File: src/rtl/la_pkg.sv
// Shared constants for the logic-analyzer capture path: state encoding,
// buffer geometry and trigger-mode values.
package la_pkg;

  localparam int LA_DEPTH = 49152;
  localparam int LA_CNT_W = 16;
  localparam int LA_DIV_W = 16;

  localparam logic [2:0] IDLE     = 3'd0;
  localparam logic [2:0] CLEAR    = 3'd1;
  localparam logic [2:0] SETTLE   = 3'd2;
  localparam logic [2:0] ARMED    = 3'd3;
  localparam logic [2:0] CAPTURE  = 3'd4;
  localparam logic [2:0] RD_ISSUE = 3'd5;
  localparam logic [2:0] RD_WAIT  = 3'd6;
  localparam logic [2:0] RD_SEND  = 3'd7;

  typedef enum logic [2:0] {
    ST_IDLE     = IDLE,
    ST_CLEAR    = CLEAR,
    ST_SETTLE   = SETTLE,
    ST_ARMED    = ARMED,
    ST_CAPTURE  = CAPTURE,
    ST_RD_ISSUE = RD_ISSUE,
    ST_RD_WAIT  = RD_WAIT,
    ST_RD_SEND  = RD_SEND
  } state_e;

  localparam logic TRIG_LEVEL = 1'b0;
  localparam logic TRIG_EDGE  = 1'b1;

endpackage

File: src/rtl/la_trigger_unit.sv
// Sample-rate prescaler and probe trigger comparator. restart_i reloads the
// prescaler and forces prev_match high so a pre-existing level is not an edge.
module la_trigger_unit
  import la_pkg::*;
#(
  parameter int DIV_W = LA_DIV_W
) (
  input  logic             clk,
  input  logic             reset,
  input  logic             restart_i,
  input  logic             run_i,
  input  logic [DIV_W-1:0] div_i,
  input  logic [7:0]       mask_i,
  input  logic [7:0]       value_i,
  input  logic             edge_i,
  input  logic [7:0]       probe_i,
  output logic             strobe_o,
  output logic             fire_o
);

  logic [DIV_W-1:0] presc_q, presc_d;
  logic             prev_q, prev_d;
  logic             match;

  assign match    = ((probe_i ^ value_i) & mask_i) == 8'h00;
  assign strobe_o = run_i && (presc_q == div_i);
  assign fire_o   = strobe_o && ((edge_i == TRIG_EDGE) ? (match && !prev_q) : match);

  always_comb begin
    presc_d = presc_q;
    prev_d  = prev_q;
    if (restart_i) begin
      presc_d = '0;
      prev_d  = 1'b1;
    end else if (run_i) begin
      if (strobe_o) begin
        presc_d = '0;
        prev_d  = match;
      end else begin
        presc_d = presc_q + 1'b1;
      end
    end
  end

  always_ff @(posedge clk) begin
    if (reset) begin
      presc_q <= '0;
      prev_q  <= 1'b1;
    end else begin
      presc_q <= presc_d;
      prev_q  <= prev_d;
    end
  end

endmodule

File: src/rtl/capture_ctrl.sv
// Capture sequencer: clears the sample buffer, waits for a trigger, writes
// eff_len samples, then streams the buffer out on a byte valid/ready link.
module capture_ctrl
  import la_pkg::*;
#(
  parameter int DEPTH = LA_DEPTH,
  parameter int CNT_W = LA_CNT_W,
  parameter int DIV_W = LA_DIV_W
) (
  input  logic             clk,
  input  logic             reset,
  input  logic             arm,
  input  logic             abort,
  input  logic [DIV_W-1:0] cfg_div,
  input  logic [CNT_W-1:0] cfg_len,
  input  logic [7:0]       cfg_trig_mask,
  input  logic [7:0]       cfg_trig_value,
  input  logic             cfg_trig_edge,
  input  logic [7:0]       probe_in,
  output logic             buf_clear,
  output logic             buf_write_en,
  output logic [7:0]       buf_data_in,
  output logic             buf_read_en,
  input  logic [7:0]       buf_data_out,
  input  logic             buf_full,
  input  logic             buf_empty,
  output logic [7:0]       tx_data,
  output logic             tx_valid,
  input  logic             tx_ready,
  output logic             busy,
  output logic             triggered,
  output logic             done,
  output logic [CNT_W-1:0] captured_count,
  output logic [2:0]       dbg_state
);

  localparam logic [CNT_W-1:0] DEPTH_C = CNT_W'(DEPTH);

  state_e           state_q, state_d;
  logic [DIV_W-1:0] div_q, div_d;
  logic [CNT_W-1:0] len_q, len_d;
  logic [7:0]       mask_q, mask_d;
  logic [7:0]       value_q, value_d;
  logic             edge_q, edge_d;
  logic             wr_q, wr_d;
  logic [7:0]       wdata_q, wdata_d;
  logic [CNT_W-1:0] count_q, count_d;
  logic [CNT_W-1:0] rd_left_q, rd_left_d;
  logic [7:0]       txd_q, txd_d;
  logic             trig_q, trig_d;
  logic             strobe, fire;
  logic             rd_finished;

  la_trigger_unit #(.DIV_W(DIV_W)) u_trig (
    .clk       (clk),
    .reset     (reset),
    .restart_i (state_q == ST_SETTLE),
    .run_i     ((state_q == ST_ARMED) || (state_q == ST_CAPTURE)),
    .div_i     (div_q),
    .mask_i    (mask_q),
    .value_i   (value_q),
    .edge_i    (edge_q),
    .probe_i   (probe_in),
    .strobe_o  (strobe),
    .fire_o    (fire)
  );

  assign rd_finished = (rd_left_q == '0) || buf_empty;

  always_comb begin
    state_d   = state_q;
    div_d     = div_q;
    len_d     = len_q;
    mask_d    = mask_q;
    value_d   = value_q;
    edge_d    = edge_q;
    wr_d      = 1'b0;
    wdata_d   = wdata_q;
    count_d   = count_q;
    rd_left_d = rd_left_q;
    txd_d     = txd_q;
    trig_d    = trig_q;
    // Abort outranks arm and every other transition, including in IDLE.
    if (abort) begin
      state_d = ST_IDLE;
    end else begin
      case (state_q)
        ST_IDLE: begin
          if (arm) begin
            div_d   = cfg_div;
            len_d   = ((cfg_len == '0) || (cfg_len > DEPTH_C)) ? DEPTH_C : cfg_len;
            mask_d  = cfg_trig_mask;
            value_d = cfg_trig_value;
            edge_d  = cfg_trig_edge;
            trig_d  = 1'b0;
            state_d = ST_CLEAR;
          end
        end
        ST_CLEAR: state_d = ST_SETTLE;
        ST_SETTLE: begin
          count_d = '0;
          trig_d  = 1'b0;
          state_d = ST_ARMED;
        end
        ST_ARMED: begin
          if (fire) begin
            trig_d  = 1'b1;
            wr_d    = 1'b1;
            wdata_d = probe_in;
            count_d = count_q + 1'b1;
            state_d = ST_CAPTURE;
          end
        end
        ST_CAPTURE: begin
          // Reaching len means the final write is on the bus this cycle.
          if (buf_full || (count_q == len_q)) begin
            rd_left_d = count_q;
            state_d   = ST_RD_ISSUE;
          end else if (strobe) begin
            wr_d    = 1'b1;
            wdata_d = probe_in;
            count_d = count_q + 1'b1;
          end
        end
        ST_RD_ISSUE: state_d = rd_finished ? ST_IDLE : ST_RD_WAIT;
        ST_RD_WAIT: begin
          txd_d   = buf_data_out;
          state_d = ST_RD_SEND;
        end
        ST_RD_SEND: begin
          if (tx_ready) begin
            rd_left_d = rd_left_q - 1'b1;
            state_d   = ST_RD_ISSUE;
          end
        end
        default: state_d = ST_IDLE;
      endcase
    end
  end

  always_ff @(posedge clk) begin
    if (reset) begin
      state_q   <= ST_IDLE;
      div_q     <= '0;
      len_q     <= '0;
      mask_q    <= '0;
      value_q   <= '0;
      edge_q    <= 1'b0;
      wr_q      <= 1'b0;
      wdata_q   <= '0;
      count_q   <= '0;
      rd_left_q <= '0;
      txd_q     <= '0;
      trig_q    <= 1'b0;
    end else begin
      state_q   <= state_d;
      div_q     <= div_d;
      len_q     <= len_d;
      mask_q    <= mask_d;
      value_q   <= value_d;
      edge_q    <= edge_d;
      wr_q      <= wr_d;
      wdata_q   <= wdata_d;
      count_q   <= count_d;
      rd_left_q <= rd_left_d;
      txd_q     <= txd_d;
      trig_q    <= trig_d;
    end
  end

  // tx handshake: a byte moves when tx_valid && tx_ready on a rising edge;
  // while valid is high without ready, tx_data is held. Only abort drops valid early.
  assign buf_clear      = (state_q == ST_CLEAR) && !abort;
  assign buf_write_en   = wr_q && !abort;
  assign buf_data_in    = wdata_q;
  assign buf_read_en    = (state_q == ST_RD_ISSUE) && !rd_finished && !abort;
  assign tx_valid       = (state_q == ST_RD_SEND) && !abort;
  assign tx_data        = txd_q;
  assign busy           = state_q != ST_IDLE;
  assign triggered      = trig_q;
  assign done           = (state_q == ST_RD_ISSUE) && rd_finished && !abort;
  assign captured_count = count_q;
  assign dbg_state      = state_q;

endmodule
File: config.mk
export PLATFORM = sky130hd
export DESIGN_NAME = capture_ctrl
export DESIGN_NICKNAME = d
export VERILOG_FILES = /design/src/rtl/la_pkg.sv /design/src/rtl/la_trigger_unit.sv /design/src/rtl/capture_ctrl.sv
export SDC_FILE = /design/constraint.sdc
export NUM_CORES = 1
export LEC_CHECK = 0
export CAP_MARGIN = 20
export CORE_MARGIN = 2
export CORE_UTILIZATION = 52
export DETAILED_ROUTE_END_ITERATION = 10
export GPL_TIMING_DRIVEN = 0
export PLACE_DENSITY = 0.83
export SETUP_SLACK_MARGIN = 0.15
export SLEW_MARGIN = 15
export SYNTH_ARGS = -nofsm -noshare
export SYNTH_HDL_FRONTEND = slang
export SYNTH_SLANG_ARGS = --single-unit
File: constraint.sdc
create_clock -name clk -period 2.8 [get_ports clk]
set_input_delay 0.42 -clock clk [delete_from_list [all_inputs] [get_ports clk]]
set_output_delay 0.42 -clock clk [all_outputs]
set_load 0.05 [all_outputs]
Word-level counts from Yosys, hierarchy flattened. Cells that the tools add are included.

Register bits: 119. Latch bits: 0. Bits in writable memories: 0. Memory bits (read-only): 0. Bits of input ports: 72. Output and inout port bits: 42. Logic and storage cells: 99. Memories kept: 0.

Add/subtract/negate cells: 3. Multiply operators: 0. Div/mod/pow operators: 0. Order comparisons: 1. Eq/ne operators: 15. Shift operators: 0. Multiplexer cells: 27. Bitwise gates (word level): 3. Reductions and logical operators: 36.

Operators with widths (count): $mux W16 (7); $pmux W16 S3 (1); $add A16 B1 Y16 const B (2); $eq A16 B16 Y1 (2); $logic_not A16 Y1 (2); $pmux W16 S2 (1); $mux W8 (3); $pmux W3 S8 (1); $gt A16 B16 Y1 const B (1); $pmux W8 S2 (1); $sub A16 B1 Y16 const B (1); $mux W3 (5); $eq A3 B3 Y1 const B (4); $reduce_and A4 Y1 (3); $logic_and A1 B1 Y1 (10); $reduce_and A5 Y1 (2); $reduce_bool A3 Y1 (3); $and A8 B8 Y8 (1); $logic_not A8 Y1 (1); $ne A2 B2 Y1 const B (4); $xor A8 B8 Y8 (1); $eq A3 B2 Y1 const B (2); $mux W1 (6); $logic_or A1 B1 Y1 (4); other kinds (11) (17).

Logic depth before layout (Yosys ltp). Gate-level depths: netlist of run 1.

Depth in word-level cells: 8. Gate-level depth with buffers: 11. Depth with buffers taken out: 9.

Modules after synthesis. From an unflattened synthesis of run 1, not the netlist that was laid out.

Cells, all modules: 713. Area, all modules: 5833.1 µm².

Modules (own cells, without submodules): capture_ctrl (instances 1, cells each 591, area each 4769.6 µm², sequential area each 2042.0 µm²); la_trigger_unit (instances 1, cells each 122, area each 1063.5 µm², sequential area each 340.3 µm²).

Worst setup path before layout of run 1. OpenSTA, ideal clock, no wires.

Path kind: reg2out. Start point: register state_q[0] (netlist: dbg_state[0]). End point: output buf_clear. Data arrival time: 2.611 ns. Required time: 2.380 ns. Slack: -0.231 ns. Stages on the path, launching flop included: 4. Buffers on the path: 1. Cells stage by stage: dfxtp_1 > clkbuf_1 > inv_1 > nor4_1.

Word-level cells in the longest chain between the ends: 2.

RTL lines: from (decl) (RTL line capture_ctrl.sv:39) `state_e state_q, state_d;`; from (signal assigned) (RTL line capture_ctrl.sv:156) `state_q <= state_d;`; $eq A3 B1 Y1 (RTL line capture_ctrl.sv:173) `assign buf_clear = (state_q == ST_CLEAR) && !abort;`; $logic_and A1 B1 Y1 (RTL line capture_ctrl.sv:173); to (decl) (RTL line capture_ctrl.sv:20) `output logic buf_clear,`.

No other way between the ends.

Final worst setup path of run 1.
Start point: register rd_left_q[0]. End point: output done.

Word-level cells in the longest chain between the ends: 4.

RTL lines: from (decl) (RTL line capture_ctrl.sv:48) `logic [CNT_W-1:0] rd_left_q, rd_left_d;`; from (signal assigned) (RTL line capture_ctrl.sv:165) `rd_left_q <= rd_left_d;`; $logic_not A16 Y1 (RTL line capture_ctrl.sv:68) `assign rd_finished = (rd_left_q == '0) || buf_empty;`; $logic_or A1 B1 Y1 (RTL line capture_ctrl.sv:68); $logic_and A1 B1 Y1 (2 in series) (RTL line capture_ctrl.sv:181) `assign done = (state_q == ST_RD_ISSUE) && rd_finished && !abort;`; to (decl) (RTL line capture_ctrl.sv:32) `output logic done,`.

No other way between the ends.

==> run_results.csv, run 1 <==
group,metric,value,unit
synthesis,syn-cell-area,0.00566,mm²
critical_path,critPathArrivalTime,2.40,ns
pwr,pwr-share-seq,0.423,
finish,multi_input_area,0.00313,mm²
detailed_routing,via_per_inst,5.93,
detailed_routing,wire_per_inst,17.3,µm
die,rows,38,
clocking,clock_sinks,119,
die,start_util,0.527,
place,gp_congestion,0.987,
critical_path,crit_chain,"inv_2 > ha_4 > nand2b_4 > nand4b_1 > or4_4 > nor3_4 > nor2_2 > nor2_2 > buf_6",
global_route,overflow,0,
timing,max_freq,0.354,GHz
detailed_routing,wirelength,17.1,mm
finish,n_antenna_cell,0,
detailed_routing,drtIter0Drc,450,
die,dieHeight,108,µm
critical_path,rr_worst_depth,10,
critical_path,end_kind,"output port",
clocking,clk_path_buf_depth,2,
critical_path,crit_start,"rd_left_q[0]$_SDFFE_PP0P_",
pwr,pwr-share-clk,0.490,
synthesis,ys_top_cells_by_area,"dfxtp_1, nand2_1, xor2_1",
job,cap_violations,0,
synthesis,synth_edf_count,0,
critical_path,crit_path_start_kind,"flop",
finish,nNetsFinal,908,
critical_path,reg2reg_from,"dbg_state[1]$_SDFFE_PP0P_",
finish,drive_gt1_frac,0.102,
clocking,cts-htree-levels,4,
worst_hold_path,hp-class,"in2reg",
synthesis,yosys.area_share.simple,0.251,
synthesis,muxShareOfSynthArea,0.0301,
timing,finalHoldViolCount,0,
clocking,cts_tree,"built",
pwr,peakVddDrop,336,µV
synthesis,ys.flop_type,"dfxtp_1",
synthesis,synthCells,687,
detailed_routing,antenna_left,0,
finish,seq_area,0.00238,mm²
detailed_routing,drc,0,
timing,slew_viol_final,0,
pwr,internal-power,3160,µW
timing,max_slew_margin,0.545,
timing,rsz0062_at_grt,"yes",
synthesis,yosysWarnings,0,
synthesis,yosysTopAreaCell,"dfxtp_1",
clocking,insertion_delay,0.53,ns
synthesis,synth_seq_area_share,0.421,
die,chipWidth,108,µm
critical_path,r2r_end,"captured_count[4]$_SDFFE_PP0P_",
synthesis,synth_top_area_share,0.421,
place,hpwl,11.8,mm
clocking,clk_pin_slew,0.06,ns
detailed_routing,firstDrtPassIters,5,
timing,finalSetupViolations,1,
synthesis,synth_nets,762,
critical_path,path_class,"reg2out",
critical_path,slowest_stage,"or4_4",
outcome,violations,"negative setup slack",
die,dieArea,0.0117,mm²
timing,period_share,1.01,
synthesis,synth_compound_area_frac,0.165,
synthesis,async_flop_share,0,
timing,clock_skew,0.00756,ns
critical_path,cp_max_fo,5,
timing,finalSetupTns,-0.0229,ns
global_route,grt_pass1_wl,27.2,mm
timing,setup_ws,-0.0229,ns
synthesis,synth_top_family_by_area,"simple AND/OR/NAND/NOR gates",
finish,nFillCells,818,
finish,layout-area-overhead-vs-synth,36.4,%
synthesis,synthXorXnorAreaFrac,0.0880,
critical_path,required,2.38,ns
global_route,grt_pass1_vias,5630,
die,ios,114,
finish,fin_cells,986,
place,pre_cts_slack,-0.508,ns
timing,worstMarginPinSlew,0.683,ns
timing,timing.final.crit_period,2.82,ns
critical_path,worstSetupEndpoint,"done",
pwr,p_sw_frac,0.240,
pwr,switching_power,995,µW
global_route,grt_antenna_before_repair,0,
synthesis,avgSynthCellArea,8.24,µm²
critical_path,reg2reg_slack,0.29,ns
place,numPortBuffers,112,
die,coreArea,0.0107,mm²
synthesis,synth_fa_ha_area_frac,0.00663,
synthesis,ys_seq_elements,119,
clocking,cts_root_buf,"clkbuf_8",
critical_path,crit_path_max_incr_delay,0.46,ns
pwr,power_density,538,mW/mm²
critical_path,cp_common_cell,"nor2_2",
global_route,grt_max_degree,17,
pwr,p_comb_frac,0.087,
synthesis,synth_cell_type_count,58,
outcome,status,"finished with violations",
clocking,cts_made_buffers,17,
place,dp_cells,939,
global_route,grt.total_usage,0.295,
pwr,p_leak,0.00282,µW
detailed_routing,num_vias,5849,
clocking,cts-hold-fix-buffers,0,
worst min path at each step:
| stage | startpoint | endpoint | slack, ns | depth (start not counted) |
|---|---|---|---|---|
| floorplan | mask_q[2]$_SDFFE_PP0P_ | mask_q[2]$_SDFFE_PP0P_ | 0.44 | 2 |
| global placement | mask_q[4]$_SDFFE_PP0P_ | mask_q[4]$_SDFFE_PP0P_ | 0.44 | 2 |
| detailed placement | mask_q[4]$_SDFFE_PP0P_ | mask_q[4]$_SDFFE_PP0P_ | 0.45 | 2 |
| CTS | reset | dbg_state[0]$_SDFFE_PP0P_ | 0.39 | 3 |
| global route | cfg_div[8] | div_q[8]$_SDFFE_PP0P_ | 0.45 | 3 |
| finish | reset | dbg_state[0]$_SDFFE_PP0P_ | 0.42 | 3 |
sequential cells by signal, summed over array words and instances, names as in the netlist:
signal / flops
mask_q: 8
dbg_state: 3
wr_q: 1
edge_q: 1
u_trig.presc_q: 16
div_q: 16
u_trig.prev_q: 1
len_q: 16
captured_count: 16
tx_data: 8
value_q: 8
triggered: 1
rd_left_q: 16
buf_data_in: 8
power groups by stage:
stage / Clock, µW / Combinational [µW] / Sequential [µW]
4_1_cts: 2030 / 354 / 1760
5_1_grt: 2120 / 392 / 1760
3_5_place_dp: 0 / 340 / 1790
3_3_place_gp: 0 / 330 / 1790
2_1_floorplan: 0 / 170 / 1790
6_report: 2040 / 362 / 1760
critical path: cells and delay by family (launching register included):
| family | cells | cell delay [ns] |
|---|---|---|
| flops | 1 | 0.33 |
| buf+inv | 2 | 0.24 |
| fa+ha+maj | 1 | 0.16 |
| simple gates | 6 | 1.14 |
synth_stat cells, drive strengths merged (3+ instances only):
| cell | count |
|---|---|
| nand3b | 3 |
| o211ai | 5 |
| nor4 | 16 |
| nand3 | 24 |
| xnor2 | 22 |
| o21ai | 32 |
| ha | 3 |
| and3 | 8 |
| inv | 11 |
| clkbuf | 33 |
| a21oi | 53 |
| buf | 8 |
| dfxtp | 119 |
| or2 | 3 |
| or4 | 9 |
| a22oi | 24 |
| mux2i | 17 |
| xor2 | 34 |
| or3 | 12 |
| nand4 | 13 |
| nor3 | 10 |
| nand2 | 105 |
| a221oi | 5 |
| o31ai | 4 |
| a211oi | 9 |
| nor2 | 78 |
per-stage QoR:
step                      instance area [µm²]  hold WS [ns]   util  power (µW)
after floorplan                          5670         0.436      -        1960
after global placement                   6970         0.444  0.648        2120
after global routing                     7720         0.451  0.718        4270
final                                    7720         0.417  0.718        4150
after CTS                                7640         0.395  0.711        4140
after detailed placement                 6970         0.447  0.648        2130
cell families after synthesis:
| logic type | Yosys count |
|---|---|
| adders and majority gates | 3 |
| buffers and inverters | 52 |
| and+or+nand+nor | 294 |
| DFF | 119 |
| xor gates and xnor gates | 56 |
| AOI/OAI and AO/OA | 146 |
| muxes | 17 |
cell usage in the layout (no fill, tap or decap), types with 9 or more instances in the layout:
cell	count
a21oi_1	53
a22oi_1	24
buf_4	15
clkbuf_1	30
clkbuf_16	16
clkdlybuf4s50_1	107
dfxtp_1	117
inv_1	9
mux2i_1	17
nand2_1	104
nand3_1	24
nand4_1	13
nor2_1	76
nor4_1	13
o21ai_0	27
or3_1	12
xnor2_1	21
xor2_1	34
area by class of cell:
| cell class | instances | area share |
|---|---|---|
| Multi-Input combinational cell | 516 | 0.405 |
| Clock buffer | 19 | 0.0546 |
| Buffer | 41 | 0.0250 |
| Clock inverter | 13 | 0.0172 |
| Inverter | 11 | 0.00535 |
| Tap cell | 140 | 0.0227 |
| Sequential cell | 119 | 0.309 |
| Timing Repair Buffer | 127 | 0.161 |
layer usage:
metal  vias up  global-route usage  routed length, µm
met5         -                   0                  0
met4         0               0.141                554
met3        57              0.0627               1400
met2       329               0.495               8170
met1      2736               0.360               6990
li1       2727                   -                  -
timing repair:
action,in CTS,in global routing
endpoints found under the setup margin,32,41
resized for setup,35,14
setup buffers,7,8
pin swaps,6,9
(Power assumes the default switching activity.)
==> run 2: changes to the inputs <==
Settings changed: ABC_AREA set to 1, CORE_UTILIZATION 52 to 54.
==> run 2 against run 1 <==
The run now ends clean. Clock power is essentially flat. Worst setup slack improved by 0.32 ns. Via count up 20%. Synthesized cell count rose by 47%. Critical path depth unchanged. Routed wire length up 9.5%. Fmax rose by 13%. Sequential share of layout area is 3.4 points lower. Hold slack worse by 0.087 ns. Flip-flop and latch count unchanged. Global-route usage down 0.58 points. Critical path type unchanged. Critical endpoint unchanged.
==> run_results.csv, run 2 <==
group,metric,value,unit
outcome,status,"complete, no violations",
global_route,grt_pass1_vias,6524,
timing,finalSetupTns,0,ns
timing,max_slew_margin,0.586,
pwr,peakVddDrop,400,µV
detailed_routing,via_per_inst,5.30,
critical_path,path_class,"reg2out",
detailed_routing,antenna_left,0,
finish,layout-area-overhead-vs-synth,27.3,%
critical_path,rr_worst_depth,14,
die,chipWidth,116,µm
synthesis,ys.flop_type,"dfxtp_1",
critical_path,worstSetupEndpoint,"done",
die,dieArea,0.0135,mm²
critical_path,crit_chain,"inv_1 > ha_1 > inv_1 > nor2_2 > inv_1 > nor2_2 > nand2_1 > a21oi_1 > clkbuf_2",
clocking,cts-htree-levels,4,
detailed_routing,wire_per_inst,14.2,µm
pwr,power_density,496,mW/mm²
critical_path,crit_path_start_kind,"flop",
die,coreArea,0.0122,mm²
critical_path,end_kind,"output port",
global_route,grt_pass1_wl,30.8,mm
critical_path,slowest_stage,"dfxtp_1",
synthesis,async_flop_share,0,
synthesis,avgSynthCellArea,6.72,µm²
global_route,grt_antenna_before_repair,0,
pwr,power.total,4290,µW
synthesis,yosysTopAreaCell,"dfxtp_1",
detailed_routing,drtIter0Drc,576,
clocking,clock_sinks,119,
timing,rsz0062_at_grt,"yes",
timing,max_freq,0.400,GHz
detailed_routing,num_vias,7003,
finish,mostFrequentLayoutCells,"nand2_1, nor2_1, dfxtp_1",
critical_path,reg2reg_from,"captured_count[6]$_SDFFE_PP0P_",
finish,n_antenna_cell,0,
timing,worstMarginPinSlew,0.618,ns
clocking,clk_pin_slew,0.05,ns
worst_hold_path,hold_path_depth,2,
synthesis,synthMostInstantiatedCell,"nand2_1",
global_route,grt.total_usage,0.289,
synthesis,synth_cell_type_count,42,
die,dieHeight,116,µm
synthesis,synth_edf_count,0,
clocking,cts-hold-fix-buffers,0,
detailed_routing,drc,0,
place,hpwl,13.8,mm
clocking,insertion_delay,0.42,ns
clocking,cts_root_buf,"clkbuf_16",
timing,timing.final.crit_period,2.50,ns
critical_path,crit_path_max_incr_delay,0.31,ns
synthesis,ys_seq_elements,119,
critical_path,crit_start,"rd_left_q[0]$_SDFFE_PP0P_",
timing,period_share,0.893,
finish,drive_gt1_frac,0.109,
die,ios,114,
place,gp_congestion,0.970,
place,numPortBuffers,111,
synthesis,synth_top_area_share,0.350,
synthesis,yosysWarnings,0,
job,cap_violations,0,
global_route,overflow,0,
global_route,grt_max_degree,17,
clocking,clk_path_buf_depth,2,
critical_path,required,2.38,ns
worst_hold_path,min-delay-start,"reset",
finish,nFillCells,1029,
timing,finalHoldViolCount,0,
pwr,p_leak,0.00354,µW
critical_path,r2r_end,"rd_left_q[8]$_SDFFE_PP0P_",
timing,finalSetupViolations,0,
die,start_util,0.559,
clocking,cts_made_buffers,17,
critical_path,critPathArrivalTime,2.08,ns
synthesis,ys_top_cells_by_area,"dfxtp_1, nand2_1, nor2_1",
critical_path,cp_max_fo,4,
timing,clock_skew,0.00954,ns
finish,mostFrequentLayoutCell,"nand2_1",
synthesis,syn-cell-area,0.00680,mm²
critical_path,cp_common_cell,"inv_1",
synthesis,synth_nets,1087,
worst_hold_path,hp-class,"in2reg",
finish,nNetsFinal,1217,
synthesis,synth_commonest_cells,"nand2_1, nor2_1, dfxtp_1, inv_1, o21ai_0",
die,rows,40,
clocking,cts_tree,"built",
critical_path,reg2reg_slack,0.55,ns
synthesis,synth_seq_area_share,0.350,
detailed_routing,firstDrtPassIters,6,
timing,slew_viol_final,0,
synthesis,synthCells,1012,
detailed_routing,wirelength,18.7,mm
[run 2: final cells by class]
class	instances	area (µm²)	share of cell area
well taps	168	210	0.0243
inverters	124	474	0.0548
clock inverters	3	40.0	0.00462
repair buffers	111	1100	0.127
plain buffers	40	245	0.0283
flip-flops and latches	119	2380	0.275
multi-input cells	729	3700	0.428
clock buffers	28	507	0.0585
[run 2: kinds of logic after synthesis]
family / count (synthesis) / share of synthesized area
buffers and inverters: 164 / 0.106
adders and majority gates: 3 / 0.00552
DFF: 119 / 0.350
AOI/OAI and AO/OA: 177 / 0.141
xor gates and xnor gates: 26 / 0.0335
and+or+nand+nor: 523 / 0.364
[run 2: per-stage QoR]
| step | util | cells | setup slack (ns) | cell area, µm² | hold slack [ns] |
|---|---|---|---|---|---|
| global route | 0.712 | 1322 | 0.118 | 8660 | 0.323 |
| detailed placement | 0.668 | 1291 | 0.139 | 8120 | 0.457 |
| floorplan | - | 1012 | 0.383 | 6800 | 0.441 |
| global placement | 0.668 | 1291 | 0.154 | 8120 | 0.450 |
| finish | 0.712 | 1322 | 0.299 | 8660 | 0.330 |
| CTS | 0.713 | 1322 | 0.0376 | 8670 | 0.316 |
[run 2: worst min-delay path by stage]
stage | to | slack (ns)
floorplan | rd_left_q[0]$_SDFFE_PP0P_ | 0.44
global placement | triggered$_SDFFE_PP0P_ | 0.45
detailed placement | rd_left_q[0]$_SDFFE_PP0P_ | 0.46
CTS | rd_left_q[1]$_SDFFE_PP0P_ | 0.32
global route | rd_left_q[0]$_SDFFE_PP0P_ | 0.32
finish | rd_left_q[1]$_SDFFE_PP0P_ | 0.33
[run 2: timing repair]
| item | CTS | global route |
|---|---|---|
| buffers inserted | 0 | 0 |
| gates resized for setup | 6 | 7 |
| endpoints found under the setup margin | 3 | 3 |
[run 2: power by group]
group | internal, µW | leakage [µW] | switching (µW)
combinational | 208 | 0.00231 | 273
clock | 1300 | 0.000268 | 716
sequential | 1750 | 0.000967 | 37.5
[run 2: critical path: cells and delay by family (launching register included)]
family	cells	cell delay (ns)
AO/OA/AOI/OAI	1	0.14
AND/OR/NAND/NOR	3	0.44
flip-flops	1	0.31
buffers and inverters	4	0.58
adder cells (fa/ha/maj)	1	0.20
[run 2: routing by layer]
layer / wire length (µm) / vias to the layer above / track usage
met2: 8440 / 304 / 0.461
met4: 423 / 0 / 0.118
met1: 8400 / 3150 / 0.379
met5: 0 / - / 0
li1: - / 3505 / -
met3: 1480 / 44 / 0.0675
